--- src/rtl/ifetch_unit.sv ---
// Instruction-fetch front end: issues sequential word fetches to a 1-cycle SRAM,
// buffers {pc, instruction} in a small FIFO and hands them to decode.
module ifetch_unit #(
  parameter int              PC_W       = 16,
  parameter logic [PC_W-1:0] RESET_PC   = '0,
  parameter int              FIFO_DEPTH = 2
) (
  input  logic            clk,
  input  logic            rstn,
  output logic [PC_W-1:0] ins_a,
  output logic            ins_e,
  input  logic [31:0]     ins,
  input  logic            redirect_valid,
  input  logic [PC_W-1:0] redirect_pc,
  output logic            out_valid,
  input  logic            out_ready,
  output logic [PC_W-1:0] out_pc,
  output logic [31:0]     out_ins
);

  localparam int CW = $clog2(FIFO_DEPTH + 1);
  localparam int PW = (FIFO_DEPTH > 1) ? $clog2(FIFO_DEPTH) : 1;
  localparam int EW = PC_W + 32;

  logic [PC_W-1:0] r_fetch_pc;
  logic [PC_W-1:0] r_req_pc;
  logic            r_inflight;
  logic [CW-1:0]   r_count;
  logic [PW-1:0]   r_rd_ptr;
  logic [PW-1:0]   r_wr_ptr;
  logic [EW-1:0]   r_mem [FIFO_DEPTH];

  logic            w_pop;
  logic            w_push;
  logic [CW:0]     w_occ;
  logic [EW-1:0]   w_head;
  logic [PW-1:0]   w_rd_nxt;
  logic [PW-1:0]   w_wr_nxt;
  logic            w_unused_lsbs;

  assign w_unused_lsbs = ^redirect_pc[1:0];

  assign out_valid = ~rstn & (r_count != '0) & ~redirect_valid;
  assign w_pop     = out_valid & out_ready;
  // A response arriving in a redirect cycle belongs to the old stream and is dropped.
  assign w_push    = ~rstn & r_inflight & ~redirect_valid;

  // Occupancy counts the outstanding request so the FIFO can never overflow.
  assign w_occ = {1'b0, r_count} + (CW+1)'(r_inflight) - (CW+1)'(w_pop);
  assign ins_e = ~rstn & (redirect_valid | (w_occ < (CW+1)'(FIFO_DEPTH)));
  assign ins_a = rstn           ? RESET_PC :
                 redirect_valid ? {redirect_pc[PC_W-1:2], 2'b00} :
                                  r_fetch_pc;

  assign w_rd_nxt = (r_rd_ptr == PW'(FIFO_DEPTH - 1)) ? '0 : r_rd_ptr + PW'(1);
  assign w_wr_nxt = (r_wr_ptr == PW'(FIFO_DEPTH - 1)) ? '0 : r_wr_ptr + PW'(1);

  assign w_head  = r_mem[r_rd_ptr];
  assign out_pc  = (r_count != '0) ? w_head[EW-1:32] : '0;
  assign out_ins = (r_count != '0) ? w_head[31:0]    : '0;

  always_ff @(posedge clk or posedge rstn) begin
    if (rstn) begin
      r_fetch_pc <= RESET_PC;
      r_req_pc   <= RESET_PC;
      r_inflight <= 1'b0;
      r_count    <= '0;
      r_rd_ptr   <= '0;
      r_wr_ptr   <= '0;
    end else begin
      r_inflight <= ins_e;
      if (ins_e) begin
        r_fetch_pc <= ins_a + PC_W'(4);
        r_req_pc   <= ins_a;
      end
      if (redirect_valid) begin
        r_count  <= '0;
        r_rd_ptr <= r_wr_ptr;
      end else begin
        if (w_push) r_wr_ptr <= w_wr_nxt;
        if (w_pop)  r_rd_ptr <= w_rd_nxt;
        r_count <= r_count + CW'(w_push) - CW'(w_pop);
      end
    end
  end

  // Payload storage carries no reset; r_count qualifies every entry.
  always_ff @(posedge clk) begin
    if (w_push) r_mem[r_wr_ptr] <= {r_req_pc, ins};
  end

  always_ff @(posedge clk) begin
    if (!rstn) assert (r_count <= CW'(FIFO_DEPTH));
  end

endmodule

--- config.mk ---
export PLATFORM = sky130hd
export DESIGN_NAME = ifetch_unit
export DESIGN_NICKNAME = d
export VERILOG_FILES = /design/src/rtl/ifetch_unit.sv
export SDC_FILE = /design/constraint.sdc
export NUM_CORES = 1
export LEC_CHECK = 0
export ABC_AREA = 1
export BUFFER_PORTS_ARGS = -buffer_cell sky130_fd_sc_hd__clkbuf_2
export CAP_MARGIN = 20
export CORE_ASPECT_RATIO = 0.5
export CORE_MARGIN = 4
export CORE_UTILIZATION = 51
export DETAILED_ROUTE_END_ITERATION = 10
export PLACE_DENSITY = 0.75
export SETUP_SLACK_MARGIN = 0.15
export SLEW_MARGIN = 20
export SYNTH_ARGS = -nofsm -noshare
export SYNTH_HDL_FRONTEND = slang
export SYNTH_SLANG_ARGS = --single-unit
export TNS_END_PERCENT = 100
--- constraint.sdc ---
create_clock -name clk -period 9.5 [get_ports clk]
set_input_delay 1.9 -clock clk [delete_from_list [all_inputs] [get_ports clk]]
set_output_delay 1.9 -clock clk [all_outputs]
set_load 0.1 [all_outputs]
# Word-level counts from Yosys, hierarchy flattened
# Memory sizes are Yosys's and may differ from the RTL's.
# Cells that the tools add are included.
# word_totals
mem_bits_ro	0
input_bits	52
ramBits	96
n_memories	1
output_inout_bits	66
register_bits	37
latchBits	0
word_cells	38
# memory_table
name	depth	word_bits	rd	rd_clocked_by_memory_dff	wr	line_no	rtl
r_mem	2	48	1	0	1	31	logic [EW-1:0] r_mem [FIFO_DEPTH];
# classes
reduce_logical	3
n_mux	11
n_eq_ne	0
bitwise_logic	9
div	0
shifts	0
add_sub_neg	7
multipliers	0
magnitude_cmp	1
# op_table
op	n
2-to-1 mux 16 bit	3
2-to-1 mux 32 bit	1
adder 16 x 3 -> 16 bit, second input constant	1
AND 1 bit	6
2-to-1 mux 1 bit	6
nonzero test 2 bit	2
adder 2 x 1 -> 3 bit	1
less-than comparator 3 x 2 -> 1 bit, second input constant	1
subtractor 3 x 1 -> 3 bit	1
adder 1 bit, second input constant	2
adder 2 x 1 -> 2 bit	1
2-to-1 mux 2 bit	1
NOT 1 bit	2
AND reduction 2 bit	1
subtractor 2 x 1 -> 2 bit	1
OR 1 bit	1

# Longest topological paths before layout
# Gate-level depths: netlist of run 1.
# depth
ltp_word	8
depth_mapped	19
depth_no_buf	18

# Worst setup path after synthesis of run 1
# No wires, ideal clock.
# synth_path
kind	input to output
from	input rstn
to	output ins_e
path_stages	15
n_path_buf	2
required_time_ns	7.600
arrival_time_ns	5.468
setup_slack_ns	2.132
path_cell_list	buf_6 nor2_8 inv_1 nor2_1 nand2_1 inv_1 ha_1 inv_1 nand2_1 fa_1 inv_1 nor2_2 nand3_2 nand2_4 buf_2
# synth_via
elab_chain_cells	8
# synth_lines
item	line_no	rtl
start: declaration	9	input logic rstn,
NOT 1 bit	43	assign out_valid = ~rstn & (r_count != '0) & ~redirect_valid;
AND 1 bit (2 in series)	43	
net out_valid	15	output logic out_valid,
AND 1 bit	44	assign w_pop = out_valid & out_ready;
subtractor 3 x 1 -> 3 bit	49	assign w_occ = {1'b0, r_count} + (CW+1)'(r_inflight) - (CW+1)'(w_pop);
less-than comparator 3 x 2 -> 1 bit	50	assign ins_e = ~rstn & (redirect_valid | (w_occ < (CW+1)'(FIFO_DEPTH)));
OR 1 bit	50	
AND 1 bit	50	
end: declaration	11	output logic ins_e,
# The timed path passes the listed nets, and every way through them passes these cells.

# Final worst setup path of run 1
# layout_path
from	input redirect_valid
to	output ins_e
# layout_via
elab_chain_cells	7
# layout_lines
item	line_no	rtl
start: declaration	13	input logic redirect_valid,
NOT 1 bit	43	
AND 1 bit	43	
AND 1 bit	44	
subtractor 3 x 1 -> 3 bit	49	
less-than comparator 3 x 2 -> 1 bit	50	
OR 1 bit (*)	50	
AND 1 bit (*)	50	
# Mark *: on every way between the ends. The rest lies on a longest branch, timed or not.

==> reports/metrics.csv, run 1 <==
metric;value;unit
gp_congestion;0.855;
startpoint;redirect_valid;
cts_resized;0;
register_area;3760;um2
post-route-period-util;70.3;%
yosysMostFrequentCell;nand2_1;
cap_violations;0;
io_buffers;115;
cts_tree;built;
post_cts_buffers;0;
cts_max_level;4;
fin_crit;6680;ps
chipHeight;82.5;um
place_area;6320;um2
path_max_fanout;28;
cts_root_buf;clkbuf_16;
via_per_inst;5.13;
syn-num-nets;589;
hpwl;7410;um
synth_seq_cells;131;
timing.slew.headroom;36.6;%
synth.top_cell.area_share;50.9;%
hold_viol_final;0;
post-place-ws;2810;ps
clkTransAtPathRegs;50;ps
dieArea;13000;um2
multi_input_area;1650;um2
grt_pass1_wl;19100;um
synthTopCellsByCount;nand2_1 (178), edfxtp_1 (96), a21oi_1 (52), dfrtp_1 (35), nor2_1 (34);
r2r-start;r_count[1];
synth_area;5670;um2
diodes;0;
path_class;input pin to output pin;
grt_use_total;19.3;%
seq_area_frac_synth;66.3;%
worst_ep_arrival_time;4780;ps
rows;26;
synth_area_leader_cell;edfxtp_1;
nets;702;
fin_area;6890;um2
hp-class;flop to flop;
synth-edff-count;96;
vias;4092;
required;7600;ps
area_delta_synth_final;21.5;%
drv_slew;0;
power.density;265;nW/um2
fin_skew;6.84;ps
grt_max_degree;53;
clock_path_buffers;2;
whs;475;ps
hold_buffers;0;
cp-end-kind;output pin;
ys_warn_count;0;
coreArea;10500;um2
hold_path.startpoint;r_req_pc[9];
async_flop_share;26.7;%
drive_gt1_share;27.4;%
die_w;157;um
ir_worst_vdd;154;uV
clk_latency;400;ps
firstDrtPassIters;8;
rsz0062_at_grt;false;
outcome;finished, final reports clean;
setup_viol;0;
fmax;150;MHz
fin_ws;2820;ps
synth_flop_cell;edfxtp_1;
syn_inst;532;
grt_pass1_vias;3922;
p_leak;3.00;nW
fin_tns_setup;0;ps
tightest_slew;951;ps
cts_sinks;131;
start_kind;input pin;
synth.distinct_cells;35;
drt_iter0_markers;285;
io_pins;118;
cts_buffers;17;
wl_per_cell;14.9;um
drt-total-wl;11900;um
start_util;53.9;%
antenna_found_initial;0;
fillCellCount;843;
drc_errors;0;
avgSynthCellArea;10.7;um2
synth_area_leaders;edfxtp_1 (51%), dfrtp_1 (15%), nand2_1 (12%);
final_antenna_net_count;0;
grt.overflow.total;0;
[stage by stage]
step | total power, W | utilization (%) | cells
after floorplan | 0.00113 | - | 532
after global placement | 0.00121 | 60.1 | 766
after detailed placement | 0.00122 | 60.1 | 766
after CTS | 0.00184 | 65.6 | 798
after global routing | 0.00191 | 65.6 | 798
final | 0.00182 | 65.6 | 798
[state kept, by name (all words and copies together), names as in the netlist]
register	count
r_mem	96
r_fetch_pc	16
r_req_pc	14
r_count	2
r_inflight	1
r_rd_ptr	1
r_wr_ptr	1
[cell families (layout without fill, tap and decap cells)]
kind of cell             count (synthesis)  in the layout  share of synthesized area, %
flip-flops                             131            131                          66.3
adder cells (fa/ha/maj)                  5              5                          1.24
AND/OR/NAND/NOR                        269            269                          20.6
multiplexers                             1              1                         0.199
XOR/XNOR                                 3              3                         0.464
AO/OA/AOI/OAI                           66             66                          6.38
buffers and inverters                   57            183                          4.79
[cells in the final DEF, fill, tap and decap left out, drive strengths merged, types with 4 or more instances in the layout]
master / count
buf: 4
ha: 4
nand4: 7
clkbuf: 133
edfxtp: 96
a21oi: 55
clkinvlp: 5
nand2: 187
nor2: 42
o21ai: 6
clkinv: 7
nand3: 32
dfrtp: 35
inv: 32
[report_power, final]
part / total, W / switching (W) / internal, W
Clock: 0.000620 / 0.000236 / 0.000383
Combinational: 0.000469 / 0.000387 / 0.0000821
Sequential: 0.000735 / 0.0000508 / 0.000684
[critical path: stages]
cell and delay (ps):
clkbuf_2 360, nor2_8 250, inv_1 90, nor2_1 130, nand2_1 80, inv_1 110, ha_1 240, inv_1 50
nand2_1 60, fa_1 480, inv_1 50, nor2_2 80, nand3_2 100, nand2_4 260, clkbuf_2 520
[per-layer routing]
layer / share of wire [%] / global-route usage (%) / wire length [um] / vias up
met2: 47 / 31.0 / 5520 / 127
met5: 0 / 0 / 0 / -
met1: 47 / 25.8 / 5520 / 1931
met3: 6.1 / 5.15 / 725 / 9
met4: 0.80 / 6.52 / 95 / 0
li1: - / - / - / 2025
[layout make-up]
class	instances	area share, %
Inverter	32	1.82
Clock buffer	18	6.23
Sequential cell	131	54.6
Multi-Input combinational cell	344	24.0
Timing Repair Buffer	119	8.79
Tap cell	140	2.54
Clock inverter	14	2.03
[path summary, 6_finish.rpt]
check / to / slack (ps) / cells past startpoint
min in group asynchronous: r_fetch_pc[15] / 1800 / 2
max in group asynchronous: r_rd_ptr / 7370 / 2
hold reg to reg: r_mem[0][41] / 470 / 0
hold / removal: r_mem[0][41] / 470 / 0
setup reg to reg: r_fetch_pc[11] / 5940 / 19
setup / recovery: ins_e / 2820 / 15
(Power assumes the default switching activity.)
==> inputs of run 2 (changes only) <==
--- a/config.mk
+++ b/config.mk
@@ -5,7 +5,7 @@
 export SDC_FILE = /design/constraint.sdc
 export NUM_CORES = 1
 export LEC_CHECK = 0
-export ABC_AREA = 1
+export ABC_AREA = 0
 export BUFFER_PORTS_ARGS = -buffer_cell sky130_fd_sc_hd__clkbuf_2
 export CAP_MARGIN = 20
 export CORE_ASPECT_RATIO = 0.5
==> constraint.sdc (replaced) <==
create_clock -name clk -period 6.8 [get_ports clk]
set_input_delay 1.36 -clock clk [delete_from_list [all_inputs] [get_ports clk]]
set_output_delay 1.36 -clock clk [all_outputs]
set_load 0.1 [all_outputs]
==> reports/metrics.csv, run 2 <==
metric;value;unit;change
outcome;finished, final reports clean;;unchanged
cts_sinks;131;;unchanged
avgSynthCellArea;14.1;um2;was 10.7 um2
clk_latency;400;ps;about the same
synthTopCellsByCount;edfxtp_1 (96), nor2_1 (80), mux2i_1 (62), dfrtp_1 (35), clkbuf_1 (16);;was nand2_1 (178), edfxtp_1 (96), a21oi_1 (52), dfrtp_1 (35), nor2_1 (34)
clock_path_buffers;2;;unchanged
final_antenna_net_count;0;;unchanged
post-place-ws;1270;ps;was 2810 ps
synth.top_cell.area_share;51.6;%;was 50.9%
rows;26;;unchanged
synthAdderAreaFrac;1.25;%;was 1.24%
antenna_found_initial;0;;unchanged
firstDrtPassIters;4;;was 8
fin_crit;5530;ps;
async_flop_share;26.7;%;unchanged
fin_ws;1270;ps;was 2820 ps
fin_tns_setup;0;ps;unchanged
synth_compound_area_share;2.87;%;was 6.38%
start_kind;input pin;;unchanged
hold_buffers;0;;unchanged
io_buffers;115;;unchanged
grt_pass1_wl;17400;um;was 19100 um
fmax;181;MHz;
grt_pass1_vias;3394;;was 3922
coreArea;10400;um2;was 10500 um2
io_pins;118;;unchanged
ys_warn_count;0;;unchanged
final_common_cell;clkbuf_2;;was nand2_1
syn_inst;395;;was 532
top_regs;r_mem: 96 flops, r_fetch_pc: 16 flops, r_req_pc: 14 flops;;unchanged
drv_slew;0;;unchanged
muxShareOfSynthArea;14.1;%;was 0.199%
synth_flop_cell;edfxtp_1;;unchanged
setup_viol;0;;unchanged
cts_buffers;17;;unchanged
area_delta_synth_final;24.4;%;was 21.5%
synth_top_family_by_area;multiplexers;;was simple AND/OR/NAND/NOR gates
final_cell_mix;clkbuf_2 (115), edfxtp_1 (96), nor2_1 (76);;was nand2_1 (178), clkbuf_2 (115), edfxtp_1 (96)
post_cts_buffers;0;;unchanged
cp-end-kind;output pin;;unchanged
diodes;0;;unchanged
rsz0062_at_grt;false;;unchanged
cts_resized;0;;unchanged
grt.overflow.total;0;;unchanged
synth_area;5590;um2;was 5670 um2
clkTransAtPathRegs;60;ps;was 50 ps
nets;570;;was 702
synth_area_leader_cell;edfxtp_1;;unchanged
cts_root_buf;clkbuf_16;;unchanged
hpwl;7010;um;was 7410 um
vias;3426;;was 4092
hold_viol_final;0;;unchanged
whs;465;ps;was 475 ps
tightest_slew;708;ps;was 951 ps
synth.distinct_cells;36;;was 35
hp-class;flop to flop;;unchanged
synth-edff-count;96;;unchanged
final_util;66.5;%;was 65.6%
synth_area_leaders;edfxtp_1 (52%), dfrtp_1 (16%), mux2i_1 (11%);;was edfxtp_1 (51%), dfrtp_1 (15%), nand2_1 (12%)
place_area;6310;um2;was 6320 um2
fin_area;6950;um2;was 6890 um2
synth_seq_cells;131;;unchanged
seq_area_frac_synth;67.3;%;was 66.3%
start_util;53.5;%;was 53.9%
cts_max_level;4;;unchanged
grt_max_degree;50;;was 53
timing.slew.headroom;52.8;%;was 36.6%
drt_iter0_markers;201;;was 285
wl_per_cell;16.4;um;was 14.9 um
p_leak;2.92;nW;was 3.00 nW
gp_congestion;0.879;;was 0.855
die_w;156;um;was 157 um
fin_skew;7.01;ps;was 6.84 ps
syn-num-nets;452;;was 589
path_max_fanout;27;;was 28
regMostFlops;r_mem;;unchanged
worst_ep_arrival_time;4170;ps;was 4780 ps
cts_tree;built;;unchanged
dieArea;12800;um2;was 13000 um2
ir_worst_vdd;245;uV;was 154 uV
post-route-period-util;81.3;%;
yosysMostFrequentCell;edfxtp_1;;was nand2_1
largest_reg_flops;96;;unchanged
grt_use_total;18.0;%;was 19.3%
power.density;372;nW/um2;was 265 nW/um2
required;5440;ps;was 7600 ps
synth_xor_xnor_area_share;2.51;%;was 0.464%
chipHeight;82.0;um;was 82.5 um
drt-total-wl;10900;um;was 11900 um
synth-simple-area-share;9.97;%;was 20.6%
cap_violations;0;;unchanged
drive_gt1_share;33.5;%;was 27.4%
via_per_inst;5.14;;was 5.13
drc_errors;0;;unchanged
path_class;input pin to output pin;;unchanged
-- run 2: final cells by class --
class                   instances  area [um2]
flip-flops and latches        131        3760
fillers                       790        3490
multi-input cells             239        1740
repair buffers                121         621
clock buffers                  19         433
clock inverters                13         208
well taps                     140         175
inverters                       3        11.3
-- run 2: layer usage --
| metal | GRT usage, % | up-vias | share of wire [%] |
|---|---|---|---|
| met3 | 5.21 | 7 | 5.5 |
| met1 | 24.1 | 1659 | 46 |
| met5 | 0 | - | 0 |
| li1 | - | 1667 | - |
| met4 | 5.76 | 0 | 0.78 |
| met2 | 28.8 | 93 | 47 |
-- run 2: cells by family (layout without fill, tap and decap cells) --
kind of cell | after synthesis | in the layout
compound gates | 23 | 23
xor+xnor | 16 | 16
fa+ha+maj | 5 | 5
buf+inv | 25 | 156
flops | 131 | 131
mux | 77 | 77
simple gates | 118 | 118
-- run 2: through the flow --
| stage | power [W] | std cells |
|---|---|---|
| 6_report | 0.00258 | 666 |
| 5_1_grt | 0.00269 | 666 |
| 4_1_cts | 0.00261 | 666 |
| 3_5_place_dp | 0.00162 | 634 |
| 3_3_place_gp | 0.00161 | 634 |
| 2_1_floorplan | 0.00151 | 395 |
-- run 2: worst max-delay path: stages --
cell and delay (ps):
clkbuf_2 350, or2_1 390, nor2_2 140, and2_1 210
ha_1 240, nand2b_1 150, fa_1 370, xnor2_1 160
a21oi_1 110, nor2_2 180, clkbuf_2 500
-- run 2: worst paths after layout --
kind,from,endpoint,slack (ps),depth (start not counted)
setup / recovery,rstn,ins_e,1270,11
hold / removal,r_req_pc[12],r_mem[0][44],470,0
min in group asynchronous,rstn,r_req_pc[5],1410,2
hold reg to reg,r_req_pc[12],r_mem[0][44],470,0
max in group asynchronous,rstn,r_fetch_pc[9],4690,3
setup reg to reg,r_count[1],r_req_pc[11],3280,12
-- run 2: report_power, final --
part	switching, W	internal (W)	total, W
clock network	0.000331	0.000651	0.000982
registers	0.0000712	0.000944	0.00102
logic	0.000429	0.000158	0.000587
==> inputs of run 3 (changes only) <==
--- a/config.mk
+++ b/config.mk
@@ -10,9 +10,9 @@
 export CAP_MARGIN = 20
 export CORE_ASPECT_RATIO = 0.5
 export CORE_MARGIN = 4
-export CORE_UTILIZATION = 51
+export CORE_UTILIZATION = 49
 export DETAILED_ROUTE_END_ITERATION = 10
-export PLACE_DENSITY = 0.75
+export PLACE_DENSITY = 0.76
 export SETUP_SLACK_MARGIN = 0.15
 export SLEW_MARGIN = 20
 export SYNTH_ARGS = -nofsm -noshare
==> constraint.sdc (replaced) <==
create_clock -name clk -period 5 [get_ports clk]
set_input_delay 1 -clock clk [delete_from_list [all_inputs] [get_ports clk]]
set_output_delay 1 -clock clk [all_outputs]
set_load 0.1 [all_outputs]
==> reports/metrics.csv, run 3 (synthesis results as in run 2) <==
metric;value;unit;change
setup_viol;0;;unchanged
worst_ep_arrival_time;3130;ps;was 4170 ps
nets;573;;was 570
start_util;50.6;%;was 53.5%
drt_iter0_markers;193;;was 201
path_buf_inv;2;;unchanged
grt_max_degree;49;;was 50
met2WireLength;5670;um;was 5150 um
place_area;6360;um2;was 6310 um2
vias;3482;;was 3426
grt_pass1_wl;19100;um;was 17400 um
gp_congestion;0.850;;was 0.879
fin_skew;8.22;ps;was 7.01 ps
critPathMaxStageDelay;390;ps;was 500 ps
top_layer_used;met4;;unchanged
cts_sinks;131;;unchanged
power.density;485;nW/um2;was 372 nW/um2
antenna_found_initial;0;;unchanged
rows;27;;was 26
fin_area;6920;um2;was 6950 um2
ir_worst_vdd;204;uV;was 245 uV
die_w;159;um;was 156 um
critPathSlowestCell;fa_1;;was clkbuf_2
worstSetupPathDepth;11;;unchanged
fillCellCount;836;;was 790
r2r_slack;1870;ps;was 3280 ps
rr_endpoint;r_req_pc[14];;was r_req_pc[11]
required;4000;ps;was 5440 ps
cts_max_level;4;;unchanged
hpwl;7650;um;was 7010 um
area_delta_synth_final;23.9;%;was 24.4%
start_kind;input pin;;unchanged
startpoint;rstn;;unchanged
cp-end-kind;output pin;;unchanged
fin_tns_setup;0;ps;unchanged
top_regs;r_mem: 96 flops, r_fetch_pc: 16 flops, r_req_pc: 14 flops;;unchanged
dpl.cell_count;642;;was 634
coreArea;11000;um2;was 10400 um2
final_util;62.7;%;was 66.5%
final_common_cell;clkbuf_2;;unchanged
final_cells;674;;was 666
p_leak;2.91;nW;was 2.92 nW
crit_chain;clkbuf_2 > or2_1 > nor2_4 > and2_4 > ha_1 > nand2b_1 > fa_1 > xnor2_1 > a21oi_1 > nor2_2 > buf_12;;was clkbuf_2 > or2_1 > nor2_2 > and2_1 > ha_1 > nand2b_1 > fa_1 > xnor2_1 > a21oi_1 > nor2_2 > clkbuf_2
hp-class;flop to flop;;unchanged
critical_path.endpoint;ins_e;;unchanged
final_antenna_net_count;0;;unchanged
io_buffers;115;;unchanged
fin_ws;870;ps;was 1270 ps
cts_buffers;17;;unchanged
final_cell_mix;clkbuf_2 (114), edfxtp_1 (96), nor2_1 (76);;was clkbuf_2 (115), edfxtp_1 (96), nor2_1 (76)
cts_root_buf;clkbuf_16;;unchanged
r2r_cells;11;;was 12
drt-total-wl;11500;um;was 10900 um
hold_viol_final;0;;unchanged
rsz0062_at_grt;false;;unchanged
largest_reg_flops;96;;unchanged
cts_resized;0;;unchanged
drive_gt1_share;34.0;%;was 33.5%
outcome;finished, final reports clean;;unchanged
grt_pass1_vias;3736;;was 3394
io_pins;118;;unchanged
dieArea;13300;um2;was 12800 um2
r2r-start;r_count[1];;unchanged
switching_power;0.00111;W;was 0.000831 W
regMostFlops;r_mem;;unchanged
power.clock.fraction;34.8;%;was 38.0%
clock_path_buffers;2;;unchanged
timing.slew.headroom;44.1;%;was 52.8%
wl_per_cell;17.1;um;was 16.4 um
fmax;242;MHz;
internal_power;0.00225;W;was 0.00175 W
drv_slew;0;;unchanged
hold_buffers;0;;unchanged
post_cts_buffers;0;;unchanged
seq_power_share;41.3;%;was 39.3%
diodes;0;;unchanged
chipHeight;83.5;um;was 82.0 um
fin_crit;4130;ps;
firstDrtPassIters;4;;unchanged
drc_errors;0;;unchanged
grt.overflow.total;0;;unchanged
swShare;33.1;%;was 32.2%
path_max_fanout;3;;was 27
tightest_slew;836;ps;was 708 ps
wl_met1;5210;um;was 5060 um
post-place-ws;875;ps;was 1270 ps
cp_top_family;simple AND/OR/NAND/NOR gates;;unchanged
clk_latency;400;ps;about the same
clkTransAtPathRegs;50;ps;was 60 ps
post-route-period-util;82.6;%;
via_per_inst;5.17;;was 5.14
power_frac_comb;23.9;%;was 22.7%
path_class;input pin to output pin;;unchanged
wl_met3;513;um;was 604 um
grt_use_total;18.2;%;was 18.0%
cap_violations;0;;unchanged
cts_tree;built;;unchanged
-- run 3: final cells by class --
type	count	area, um2	area share (%)
clock inverter	11	111	1.61
tap	145	181	2.62
multi-input combinational	239	1750	25.3
sequential	131	3760	54.3
clock buffer	21	450	6.51
inverter	3	11.3	0.163
timing repair buffer	124	658	9.51
-- run 3: stage by stage --
step	total power [W]	hold slack, ps
2_1_floorplan	0.00206	436
3_3_place_gp	0.00220	448
3_5_place_dp	0.00222	455
4_1_cts	0.00338	467
5_1_grt	0.00350	486
6_report	0.00336	466
-- run 3: worst min path at each step --
stage                            start            to  slack [ps]  cells past startpoint
final                     r_req_pc[15]  r_mem[1][47]         470                      0
after global routing       r_req_pc[4]  r_mem[0][36]         490                      0
after CTS                 r_req_pc[15]  r_mem[1][47]         470                      0
after detailed placement  r_req_pc[15]  r_mem[1][47]         450                      0
after global placement    r_req_pc[13]  r_mem[0][45]         450                      0
after floorplan            r_req_pc[2]  r_mem[0][34]         440                      0
-- run 3: power by group through the flow --
| stage | Combinational [W] | Clock (W) | Sequential [W] |
|---|---|---|---|
| floorplan | 0.000713 | 0 | 0.00134 |
| global placement | 0.000800 | 0 | 0.00140 |
| detailed placement | 0.000809 | 0 | 0.00141 |
| CTS | 0.000812 | 0.00118 | 0.00139 |
| global route | 0.000854 | 0.00124 | 0.00140 |
| finish | 0.000803 | 0.00117 | 0.00139 |
-- run 3: metal layers --
metal  vias up  GRT usage [%]
met1      1718           23.4
met4         0           5.35
met5         -              0
met3         8           5.28
met2        86           30.4
li1       1670              -
